### src/rtl/johnson_phase_decoder.sv
// Validates and decodes sampled 8-bit Johnson counter words into a 4-bit phase,
// tracks sequence lock, and counts revolutions and sequence errors.
module johnson_phase_decoder #(
  parameter int unsigned LOCK_CNT = 2
) (
  input  logic       clk,
  input  logic       rst_n,
  input  logic       code_valid,
  input  logic [7:0] code_in,
  input  logic       clear,
  output logic [3:0] phase_out,
  output logic       phase_valid,
  output logic       illegal,
  output logic       locked,
  output logic [7:0] rev_count,
  output logic [7:0] err_count
);

  typedef enum logic [1:0] {
    ACQUIRE,
    CONFIRM,
    LOCKED
  } state_e;

  localparam logic [2:0] LockN = 3'(LOCK_CNT);

  state_e     state_q;
  logic [2:0] match_q;
  logic [3:0] phase_q;
  logic       phase_valid_q;
  logic       illegal_q;
  logic [7:0] rev_q;
  logic [7:0] err_q;

  logic [7:0] inv_code;
  logic [3:0] ones;
  logic       legal;
  logic [3:0] phase_new;
  logic       is_succ;
  logic       is_rep;
  logic       is_wrap;
  logic [2:0] match_d;

  // Legal words are a single run of ones at either end; the first half of the
  // sequence has the run at the MSB (phase = ones), the second at the LSB.
  always_comb begin
    ones = '0;
    for (int unsigned i = 0; i < 8; i++) begin
      ones = ones + 4'(code_in[i]);
    end
    inv_code  = ~code_in;
    legal     = ((code_in & (code_in + 8'd1)) == 8'h00) ||
                ((inv_code & (inv_code + 8'd1)) == 8'h00);
    phase_new = (code_in[7] || (code_in == 8'h00)) ? ones : 4'(5'd16 - {1'b0, ones});
    is_succ   = (phase_new == phase_q + 4'd1);
    is_rep    = (phase_new == phase_q);
    is_wrap   = (phase_q == 4'd15) && (phase_new == 4'd0);
    match_d   = match_q + 3'd1;
  end

  always_ff @(posedge clk) begin
    if (!rst_n) begin
      state_q       <= ACQUIRE;
      match_q       <= '0;
      phase_q       <= '0;
      phase_valid_q <= 1'b0;
      illegal_q     <= 1'b0;
      rev_q         <= '0;
      err_q         <= '0;
    end else begin
      phase_valid_q <= 1'b0;
      illegal_q     <= 1'b0;
      if (code_valid) begin
        if (!legal) begin
          illegal_q <= 1'b1;
          if (state_q == LOCKED && err_q != 8'hFF) begin
            err_q <= err_q + 8'd1;
          end
          state_q <= ACQUIRE;
        end else begin
          phase_valid_q <= 1'b1;
          phase_q       <= phase_new;
          case (state_q)
            ACQUIRE: begin
              state_q <= CONFIRM;
              match_q <= '0;
            end
            CONFIRM: begin
              if (is_succ) begin
                match_q <= match_d;
                if (match_d == LockN) state_q <= LOCKED;
              end else if (!is_rep) begin
                match_q <= '0;
              end
            end
            LOCKED: begin
              if (is_succ) begin
                if (is_wrap) rev_q <= rev_q + 8'd1;
              end else if (!is_rep) begin
                if (err_q != 8'hFF) err_q <= err_q + 8'd1;
                state_q <= CONFIRM;
                match_q <= '0;
              end
            end
            default: begin
              state_q <= ACQUIRE;
              match_q <= '0;
            end
          endcase
        end
      end
      // Placed last so a coincident increment loses to clear.
      if (clear) begin
        rev_q <= '0;
        err_q <= '0;
      end
    end
  end

  assign phase_out   = phase_q;
  assign phase_valid = phase_valid_q;
  assign illegal     = illegal_q;
  assign locked      = (state_q == LOCKED);
  assign rev_count   = rev_q;
  assign err_count   = err_q;

endmodule
### config.mk
export PLATFORM = sky130hd
export DESIGN_NAME = johnson_phase_decoder
export DESIGN_NICKNAME = d
export VERILOG_FILES = /design/src/rtl/johnson_phase_decoder.sv
export SDC_FILE = /design/constraint.sdc
export NUM_CORES = 1
export LEC_CHECK = 0
export BUFFER_PORTS_ARGS = -buffer_cell sky130_fd_sc_hd__clkbuf_2
export CORE_MARGIN = 5
export CORE_UTILIZATION = 45
export DETAILED_ROUTE_END_ITERATION = 12
export HOLD_SLACK_MARGIN = 0.05
export PLACE_DENSITY = 0.64
export RECOVER_POWER = 50
export SLEW_MARGIN = 0
export SYNTH_ARGS = -nofsm -noshare
export SYNTH_HDL_FRONTEND = slang
export SYNTH_SLANG_ARGS = --single-unit
export TNS_END_PERCENT = 30
### constraint.sdc
create_clock -name clk -period 8.5 [get_ports clk]
set_input_delay 0 -clock clk [delete_from_list [all_inputs] [get_ports clk]]
set_output_delay 0 -clock clk [all_outputs]
set_load 0.02 [all_outputs]
Yosys cells after proc, flatten, opt, wreduce, memory -nomap -nowiden
Index checks and enable logic that the tools add are counted.
- word-level logic and storage cells: 77
- flip-flop bits (word level): 27
- input port bits: 12
- reductions and logical operators: 17
- add/subtract/negate cells: 14
- eq/ne operators: 16
- muxes and demuxes: 19
- bitwise gates (word level): 4
- operators by type and width (operator ; number):
    2-to-1 mux 8 bit ; 6
    adder 8 x 1 -> 8 bit, second input constant ; 4
    logical NOT 8 bit ; 3
    adder 4 x 1 -> 4 bit ; 4
    bitwise AND 8 bit ; 2
    != test 3 bit, second input constant ; 4
    2-to-1 mux 2 bit ; 5
    AND reduction 5 bit ; 2
    2-to-1 mux 3 bit ; 3
    equality test 4 bit ; 2
    != test 2 bit, second input constant ; 4
    != test 8 bit, second input constant ; 1
    NOT 8 bit ; 1
    case mux 2 bit (3 select lines) ; 1
    case mux 3 bit (2 select lines) ; 1
    AND reduction 6 bit ; 1
    adder 3 x 1 -> 4 bit ; 1
    adder 4 x 1 -> 4 bit, second input constant ; 1
    equality test 4 bit, second input constant ; 1
    logical NOT 4 bit ; 1
    2-to-1 mux 4 bit ; 1
    AND reduction 2 bit ; 2
    subtractor 1 x 4 -> 4 bit, first input constant ; 1
    adder 2 x 1 -> 3 bit ; 1
    other kinds (14) ; 17

Depth between registers and ports, before layout
Gate-level depths: netlist of run 1.
- depth after elaboration: 14
- mapped depth: 17
- mapped depth without buffers: 16

Worst setup path before layout of run 1
No wires, ideal clock.
- path type: input -> register
- start point: in code_in[0]
- end point: reg rev_q[5], in the netlist rev_count[5]
- data arrival time: 4.252 ns
- setup time: 0.070 ns
- cell stages on the path: 17
- setup slack: 4.178 ns
- path buffers: 1
- data required time: 8.430 ns
- path through: inv_1 -> fa_1 -> fa_1 -> fa_1 -> inv_1 -> ha_1 -> fa_1 -> inv_1 -> ha_1 -> nor2b_1 -> o21ai_1 -> a21boi_0 -> o211a_4 -> nand4_2 -> buf_6 -> or4_1 -> a21oi_1
- longest elaborated chain between the ends: 12
- elaborated cells between the ends (all ways): 23
- those cells by class: add/sub: 10; eq/ne: 1; mux: 1; bitwise: 3; reduce/logical: 8
- RTL lines (what ; line ; source):
    start, declared ; 9 ; input logic [7:0] code_in,
    adder 1 x 1 -> 2 bit ; 49 ; ones = ones + 4'(code_in[i]);
    adder 2 x 1 -> 3 bit ; 49 ;
    adder 3 x 1 -> 4 bit ; 49 ;
    adder 4 x 1 -> 4 bit (4 in a row) ; 49 ;
    subtractor 1 x 4 -> 4 bit ; 54 ; phase_new = (code_in[7] || (code_in == 8'h00)) ? ones : 4'(5'd16 - {1'b0, ones});
    2-to-1 mux 4 bit ; 54 ;
    logical NOT 4 bit ; 57 ; is_wrap = (phase_q == 4'd15) && (phase_new == 4'd0);
    logical AND 1 bit ; 57 ;
    AND reduction 5 bit (no source line) (*) ; n/a ;
    end signal, assigned ; 98 ; if (is_wrap) rev_q <= rev_q + 8'd1;
    end, declared ; 32 ; logic [7:0] rev_q;
Mark *: on every way between the ends. The rest lies on a longest branch, timed or not.
A chain may end at the register's enable or synchronous reset.

Worst setup path in the final report of run 1
- start point: in code_in[0]
- end point: reg err_q[0], in the netlist err_count[0]
- longest elaborated chain between the ends: 12
- elaborated cells between the ends (all ways): 28
- those cells by class: add/sub: 10; eq/ne: 6; mux: 2; bitwise: 3; reduce/logical: 7
- RTL lines (what ; line ; source):
    adder 1 x 1 -> 2 bit ; 49 ;
    adder 2 x 1 -> 3 bit ; 49 ;
    adder 3 x 1 -> 4 bit ; 49 ;
    adder 4 x 1 -> 4 bit (4 in a row) ; 49 ;
    subtractor 1 x 4 -> 4 bit ; 54 ;
    2-to-1 mux 4 bit ; 54 ;
    equality test 4 bit (on tied branches) ; 56, 55 ;
    != test 2 bit (no source line) ; n/a ;
    AND reduction 6 bit (no source line) ; n/a ;
    end signal, assigned ; 77 ; err_q <= err_q + 8'd1;
    end signal, assigned ; 100 ; if (err_q != 8'hFF) err_q <= err_q + 8'd1;
    end, declared ; 33 ; logic [7:0] err_q;
Parallel ways exist; a longest one is shown, timed or not.

==> metrics.yaml, run 1 <==
status: "complete, no violations"
drive_gt1_share_pct: 8.81
routedWlPerCell_um: 13.6
drtIter0Drc: 87
fin_nets: 329
hold_path_class: "in -> reg"
grt_pass1_vias: 1827
synth_edf_count: 0
path_cells: "clkbuf_2, inv_1, fa_1, fa_1, fa_1, inv_1, ha_1, fa_1, inv_1, ha_1, nor2b_1, o21ai_1, a21boi_0, o211ai_1, o21ai_1, a21boi_0, mux2i_1"
rrSetupSlack_ns: 5.73
synth_area_leaders: "dfxtp_1 25%, ha_1 9.7%, a21oi_1 4.8%, nand2_1 4.6%, inv_1 4.1%"
fin_hold_ws_ns: 0.0828
cpPeakStageDelay_ns: 0.84
via_per_inst: 5.44
cts.clk_slew.worst_paths_ns: 0.09
routed-via-count: 1971
core.rowCount: 25
antenna_found_initial: 0
tightest_slew_ns: 1.03
final-max-slew-violation-count: 0
grt_overflow: 0
ys_seq_area_share_pct: 24.7
place_hpwl_um: 3790
top_layer_used: "met4"
finClkSkew_ns: 0.00563
met3WireLength_um: 178
startpoint_type: "input port"
clk_latency_ns: 0.27
peakVddDrop_uv: 61.0
crit_start: "code_in[0]"
synth_flop_cell: "dfxtp_1"
place_area_um2: 2400
multi_input_comb_area_um2: 1520
relSlewSlack_pct: 30.6
syn_nets: 299
required_ns: 8.65
wirelength_met1_um: 2460
cp-end-kind: "register"
synthesis.area_um2: 2190
worst_path_most_repeated_cell: "fa_1"
totalPowerFinal_uw: 359
regArea_um2: 541
die_h_um: 79.7
hold_viol: 0
cp_num_cells: 17
setup_viol: 0
p_leak_uw: 0.000902
r2r-end: "err_count[0]$_SDFFE_PP0P_"
grt_pass1_wl_um: 8400
grt_usage_pct: 16.0
cts-resized-gates: 0
cts_buffers: 3
start_util_pct: 46.3
fin_crit_ns: 5.03
crit_buf_inv: 4
max_freq_mhz: 199
fin_crit_sh_pct: 59.2
reg2regPathDepth: 6
cap_violations: 0
yosys_warnings: 0
dr.pass1.iters: 4
diodes: 0
antenna_left: 0
critPathTopFamily: "adder cells"
avgSynthCellArea_um2: 8.23
synth_seq_cells: 27
design.core.area_um2: 4720
cts_setup_buffers: 0
synthDistinctLibCells: 59
ctsHoldBuffers: 0
crit_fanout: 16
fp.dieW_um: 79.7
wl_met2_um: 2260
dieArea_um2: 6360
crit_arrival_ns: 5.18
ios: 35
rsz0062_at_grt: "no"
syn_to_final_growth_pct: 10.3
async_reset_ff_share_pct: 0
io_buffers: 34
clock-root-buffer: "clkbuf_8"
drcViolationCount: 0
synth.top_cell.area_share_pct: 24.7
grt_max_degree: 18
timing_worst_setup_path_type: "in -> reg"
final_cell_mix: "27 x nand2_1, 27 x dfxtp_1, 25 x clkbuf_1"
cts_tree: "done"
tns_ns: 0
fillers: 464
clock_path_buffers: 2
htree_levels: 1
crit_end: "err_count[0]$_SDFFE_PP0P_"
cpMaxStageDelayCell: "o21ai_1"
synth_top_area_cell: "dfxtp_1"
final_util_pct: 51.1
place.gp.congestion: 0.888
cellPowerDensity_nw_per_um2: 149
wl_um: 4920
design_area_um2: 2410
synthCells: 266
r2r-start: "phase_out[1]$_SDFFE_PN0P_"
cts_sinks: 27
==> metrics by stage <==
| stage | std cells | worst slack (ns) |
|---|---|---|
| after floorplan | 266 | 4.18 |
| after CTS | 362 | 3.51 |
| final | 362 | 3.47 |
| after detailed placement | 358 | 3.22 |
| after global routing | 362 | 3.04 |
| after global placement | 358 | 3.43 |
==> worst min-delay path, cell delays in order <==
cell and delay [ns]:
clkbuf_2 0.12, inv_1 0.11, nor3_1 0.07
==> cells by family (layout without fill, tap and decap cells) <==
logic type,count (synthesis),after routing,synth area share (%)
buffers and inverters,33,62,6.06
DFF,27,27,24.7
and+or+nand+nor,96,96,24.0
AOI/OAI and AO/OA,74,74,24.4
adders and majority gates,21,21,13.4
muxes,2,2,0.915
xor gates and xnor gates,13,13,6.57
==> layer usage <==
| metal | vias to the layer above | GRT usage (%) |
|---|---|---|
| met2 | 28 | 26.7 |
| met5 | - | 0 |
| met4 | 0 | 2.53 |
| met3 | 2 | 3.05 |
| met1 | 913 | 21.8 |
| li1 | 1028 | - |
==> Yosys cell counts, types with 6 or more instances <==
library cell / n
a2111o_1: 6
a21oi_1: 21
clkbuf_1: 7
dfxtp_1: 27
ha_1: 17
inv_1: 24
nand2_1: 27
nand3_1: 7
nand4_1: 8
nor2_1: 17
o21ai_0: 12
o31ai_1: 6
or4_1: 6
xnor2_1: 7
==> cell type report <==
class	instances	share of cell area [%]
multi-input combinational	206	62.7
sequential	27	22.4
timing repair buffer	34	5.80
inverter	24	3.73
tap	67	3.47
clock buffer	4	1.87
==> worst min path at each step <==
| stage | depth (start not counted) | startpoint | slack, ns | to |
|---|---|---|---|---|
| 6_report | 3 | code_valid | 0.08 | illegal$_SDFF_PN0_ |
| 5_1_grt | 3 | rst_n | 0.11 | match_q[1]$_SDFFE_PN0P_ |
| 4_1_cts | 3 | code_valid | 0.07 | illegal$_SDFF_PN0_ |
| 3_5_place_dp | 3 | rst_n | 0.36 | state_q[1]$_SDFFE_PN0P_ |
| 3_3_place_gp | 3 | rst_n | 0.36 | state_q[1]$_SDFFE_PN0P_ |
| 2_1_floorplan | 2 | rst_n | 0.14 | state_q[1]$_SDFFE_PN0P_ |
==> state kept, by name, summed over array words and instances, names as in the netlist <==
register	cells
phase_out	4
rev_count	8
err_count	8
state_q	2
match_q	3
phase_valid	1
illegal	1
==> where the power goes <==
group / total, uW / leakage [uW] / internal, uW / switching (uW)
Clock: 72.0 / 0.0000228 / 33.5 / 38.5
Combinational: 157 / 0.000661 / 63.5 / 94.0
Sequential: 130 / 0.000218 / 128 / 1.79
Power figures use the tool's default switching activity.
==> run 2, diff against run 1 <==
- clock period: 8.5 -> 5.2 ns (I/O delays scaled with it)
==> run 2 against run 1 <==
Utilization up 0.21 points. Routed wire length down 0.28%. Sequential share of layout area down 0.092 points. Power up 66%. Cell count up 0.28%. Global-route usage up 0.51 points. Setup slack worse by 2.8 ns. Critical endpoint is now rev_count[7]$_SDFFE_PP0P_.
==> metrics.yaml, run 2 (same netlist as run 1, synthesis figures left out) <==
antenna_found_initial: 0  # unchanged
totalPowerFinal_uw: 595  # +66%
cpMaxStageDelayCell: "fa_1"
fin_hold_ws_ns: 0.0966  # +0.0138 ns
grt_usage_pct: 16.5  # +0.51 points
max_freq_mhz: 219
wl_um: 4910  # -0.28%
ctsHoldBuffers: 0  # unchanged
rsz0062_at_grt: "no"
fin_nets: 330  # +0.30%
cpPeakStageDelay_ns: 0.59  # -0.25 ns
fp.dieW_um: 79.7  # unchanged
status: "complete, no violations"
clock-root-buffer: "clkbuf_8"
fin_crit_ns: 4.56
worst_path_most_repeated_cell: "fa_1"
routed-via-count: 2008  # +1.9%
drcViolationCount: 0  # unchanged
antenna_left: 0  # unchanged
grt_max_degree: 18  # unchanged
finClkSkew_ns: 0.00206  # -0.00358 ns
cts_buffers: 3  # unchanged
cts.clk_slew.worst_paths_ns: 0.09  # about the same
p_leak_uw: 0.000913  # +1.2%
min_path_cells: 3  # unchanged
tns_ns: 0  # unchanged
cellPowerDensity_nw_per_um2: 245  # +65%
relSlewSlack_pct: 42.7  # +12 points
final_util_pct: 51.3  # +0.21 points
hold_viol: 0  # unchanged
setup_viol: 0  # unchanged
cts_tree: "done"
design.core.area_um2: 4720  # unchanged
core.rowCount: 25  # unchanged
drtIter0Drc: 127  # +46%
peakVddDrop_uv: 173  # +180%
final-max-slew-violation-count: 0  # unchanged
diodes: 0  # unchanged
crit_arrival_ns: 4.76  # -0.42 ns
htree_levels: 1  # unchanged
grt_pass1_vias: 1958  # +7.2%
cts-resized-gates: 0  # unchanged
routedWlPerCell_um: 13.5  # -0.56%
cts_setup_buffers: 0  # unchanged
die_h_um: 79.7  # unchanged
ios: 35  # unchanged
cap_violations: 0  # unchanged
hold_path_class: "in -> reg"
cp-end-kind: "register"
fin_crit_sh_pct: 87.7
drive_gt1_share_pct: 9.80  # +0.98 points
timing_worst_setup_path_type: "in -> reg"
dieArea_um2: 6360  # unchanged
place.gp.congestion: 0.889  # +0.19%
reg2regPathDepth: 8  # +2
start_util_pct: 46.3  # unchanged
grt_pass1_wl_um: 8710  # +3.6%
via_per_inst: 5.53  # +1.6%
dr.pass1.iters: 4  # unchanged
io_buffers: 34  # unchanged
final_cell_mix: "27 x nand2_1, 27 x dfxtp_1, 24 x inv_1"
cts_sinks: 27  # unchanged
startpoint_type: "input port"
crit_fanout: 12  # -4
path_cells: "clkbuf_2, inv_1, fa_1, fa_1, fa_1, inv_1, ha_1, fa_1, inv_1, ha_1, nor2b_1, o21ai_1, a21boi_0, o211a_4, nand4_2, or4_1, a21oi_1"
grt_overflow: 0  # unchanged
syn_to_final_growth_pct: 10.8
place_hpwl_um: 3800  # about the same
clock_path_buffers: 2  # unchanged
required_ns: 5.40  # -3.25 ns
tightest_slew_ns: 0.859  # -0.175 ns
clk_latency_ns: 0.27  # about the same
-- run 2: cell count changes in the layout (fill, tap and decap cells not counted) --
cell | before | now
clkbuf_2 | 10 | 11
clkbuf_1 | 25 | 23
clkinv_2 | 0 | 1
buf_4 | 0 | 1
-- run 2: final timing paths --
path | start | to | slack (ns)
hold reg to reg | rev_count[7]$_SDFFE_PP0P_ | rev_count[7]$_SDFFE_PP0P_ | 0.49
setup reg to reg | state_q[0]$_SDFFE_PN0P_ | rev_count[7]$_SDFFE_PP0P_ | 2.76
hold / removal | rst_n | match_q[1]$_SDFFE_PN0P_ | 0.1
setup / recovery | code_in[0] | rev_count[7]$_SDFFE_PP0P_ | 0.64
-- run 2: routing by layer --
| layer | vias to the layer above | global-route usage [%] | share of wire [%] |
|---|---|---|---|
| li1 | 1030 | - | - |
| met1 | 937 | 22.0 | 50 |
| met2 | 37 | 28.7 | 46 |
| met3 | 4 | 2.71 | 3.1 |
| met4 | 0 | 1.86 | 0.47 |
| met5 | - | 0 | 0 |
-- run 2: final cells by class --
type                    count  area (um2)
clock buffers               3        41.3
clock inverters             1        5.00
fillers                   486        2300
inverters                  24        90.1
multi-input cells         206        1520
flip-flops and latches     27         541
well taps                  67        83.8
repair buffers             35         149
-- run 2: worst max-delay path, delay by kind of cell --
family | cells | cell delay (ns)
buffers and inverters | 4 | 0.31
adder cells (fa/ha/maj) | 6 | 2.58
AND/OR/NAND/NOR | 3 | 1.03
AO/OA/AOI/OAI | 4 | 0.82
-- run 2: stage by stage --
| stage | setup WS [ns] | instances | area [um2] |
|---|---|---|---|
| 2_1_floorplan | 0.878 | 266 | 2190 |
| 3_3_place_gp | 0.515 | 359 | 2410 |
| 3_5_place_dp | 0.381 | 359 | 2410 |
| 4_1_cts | 0.656 | 363 | 2450 |
| 5_1_grt | 0.202 | 363 | 2420 |
| 6_report | 0.638 | 363 | 2420 |
-- run 2: where the power goes --
group	switching (uW)	total, uW	internal, uW
Combinational	153	262	110
Clock	66.7	120	53.7
Sequential	3.04	212	209
Total	223	595	372
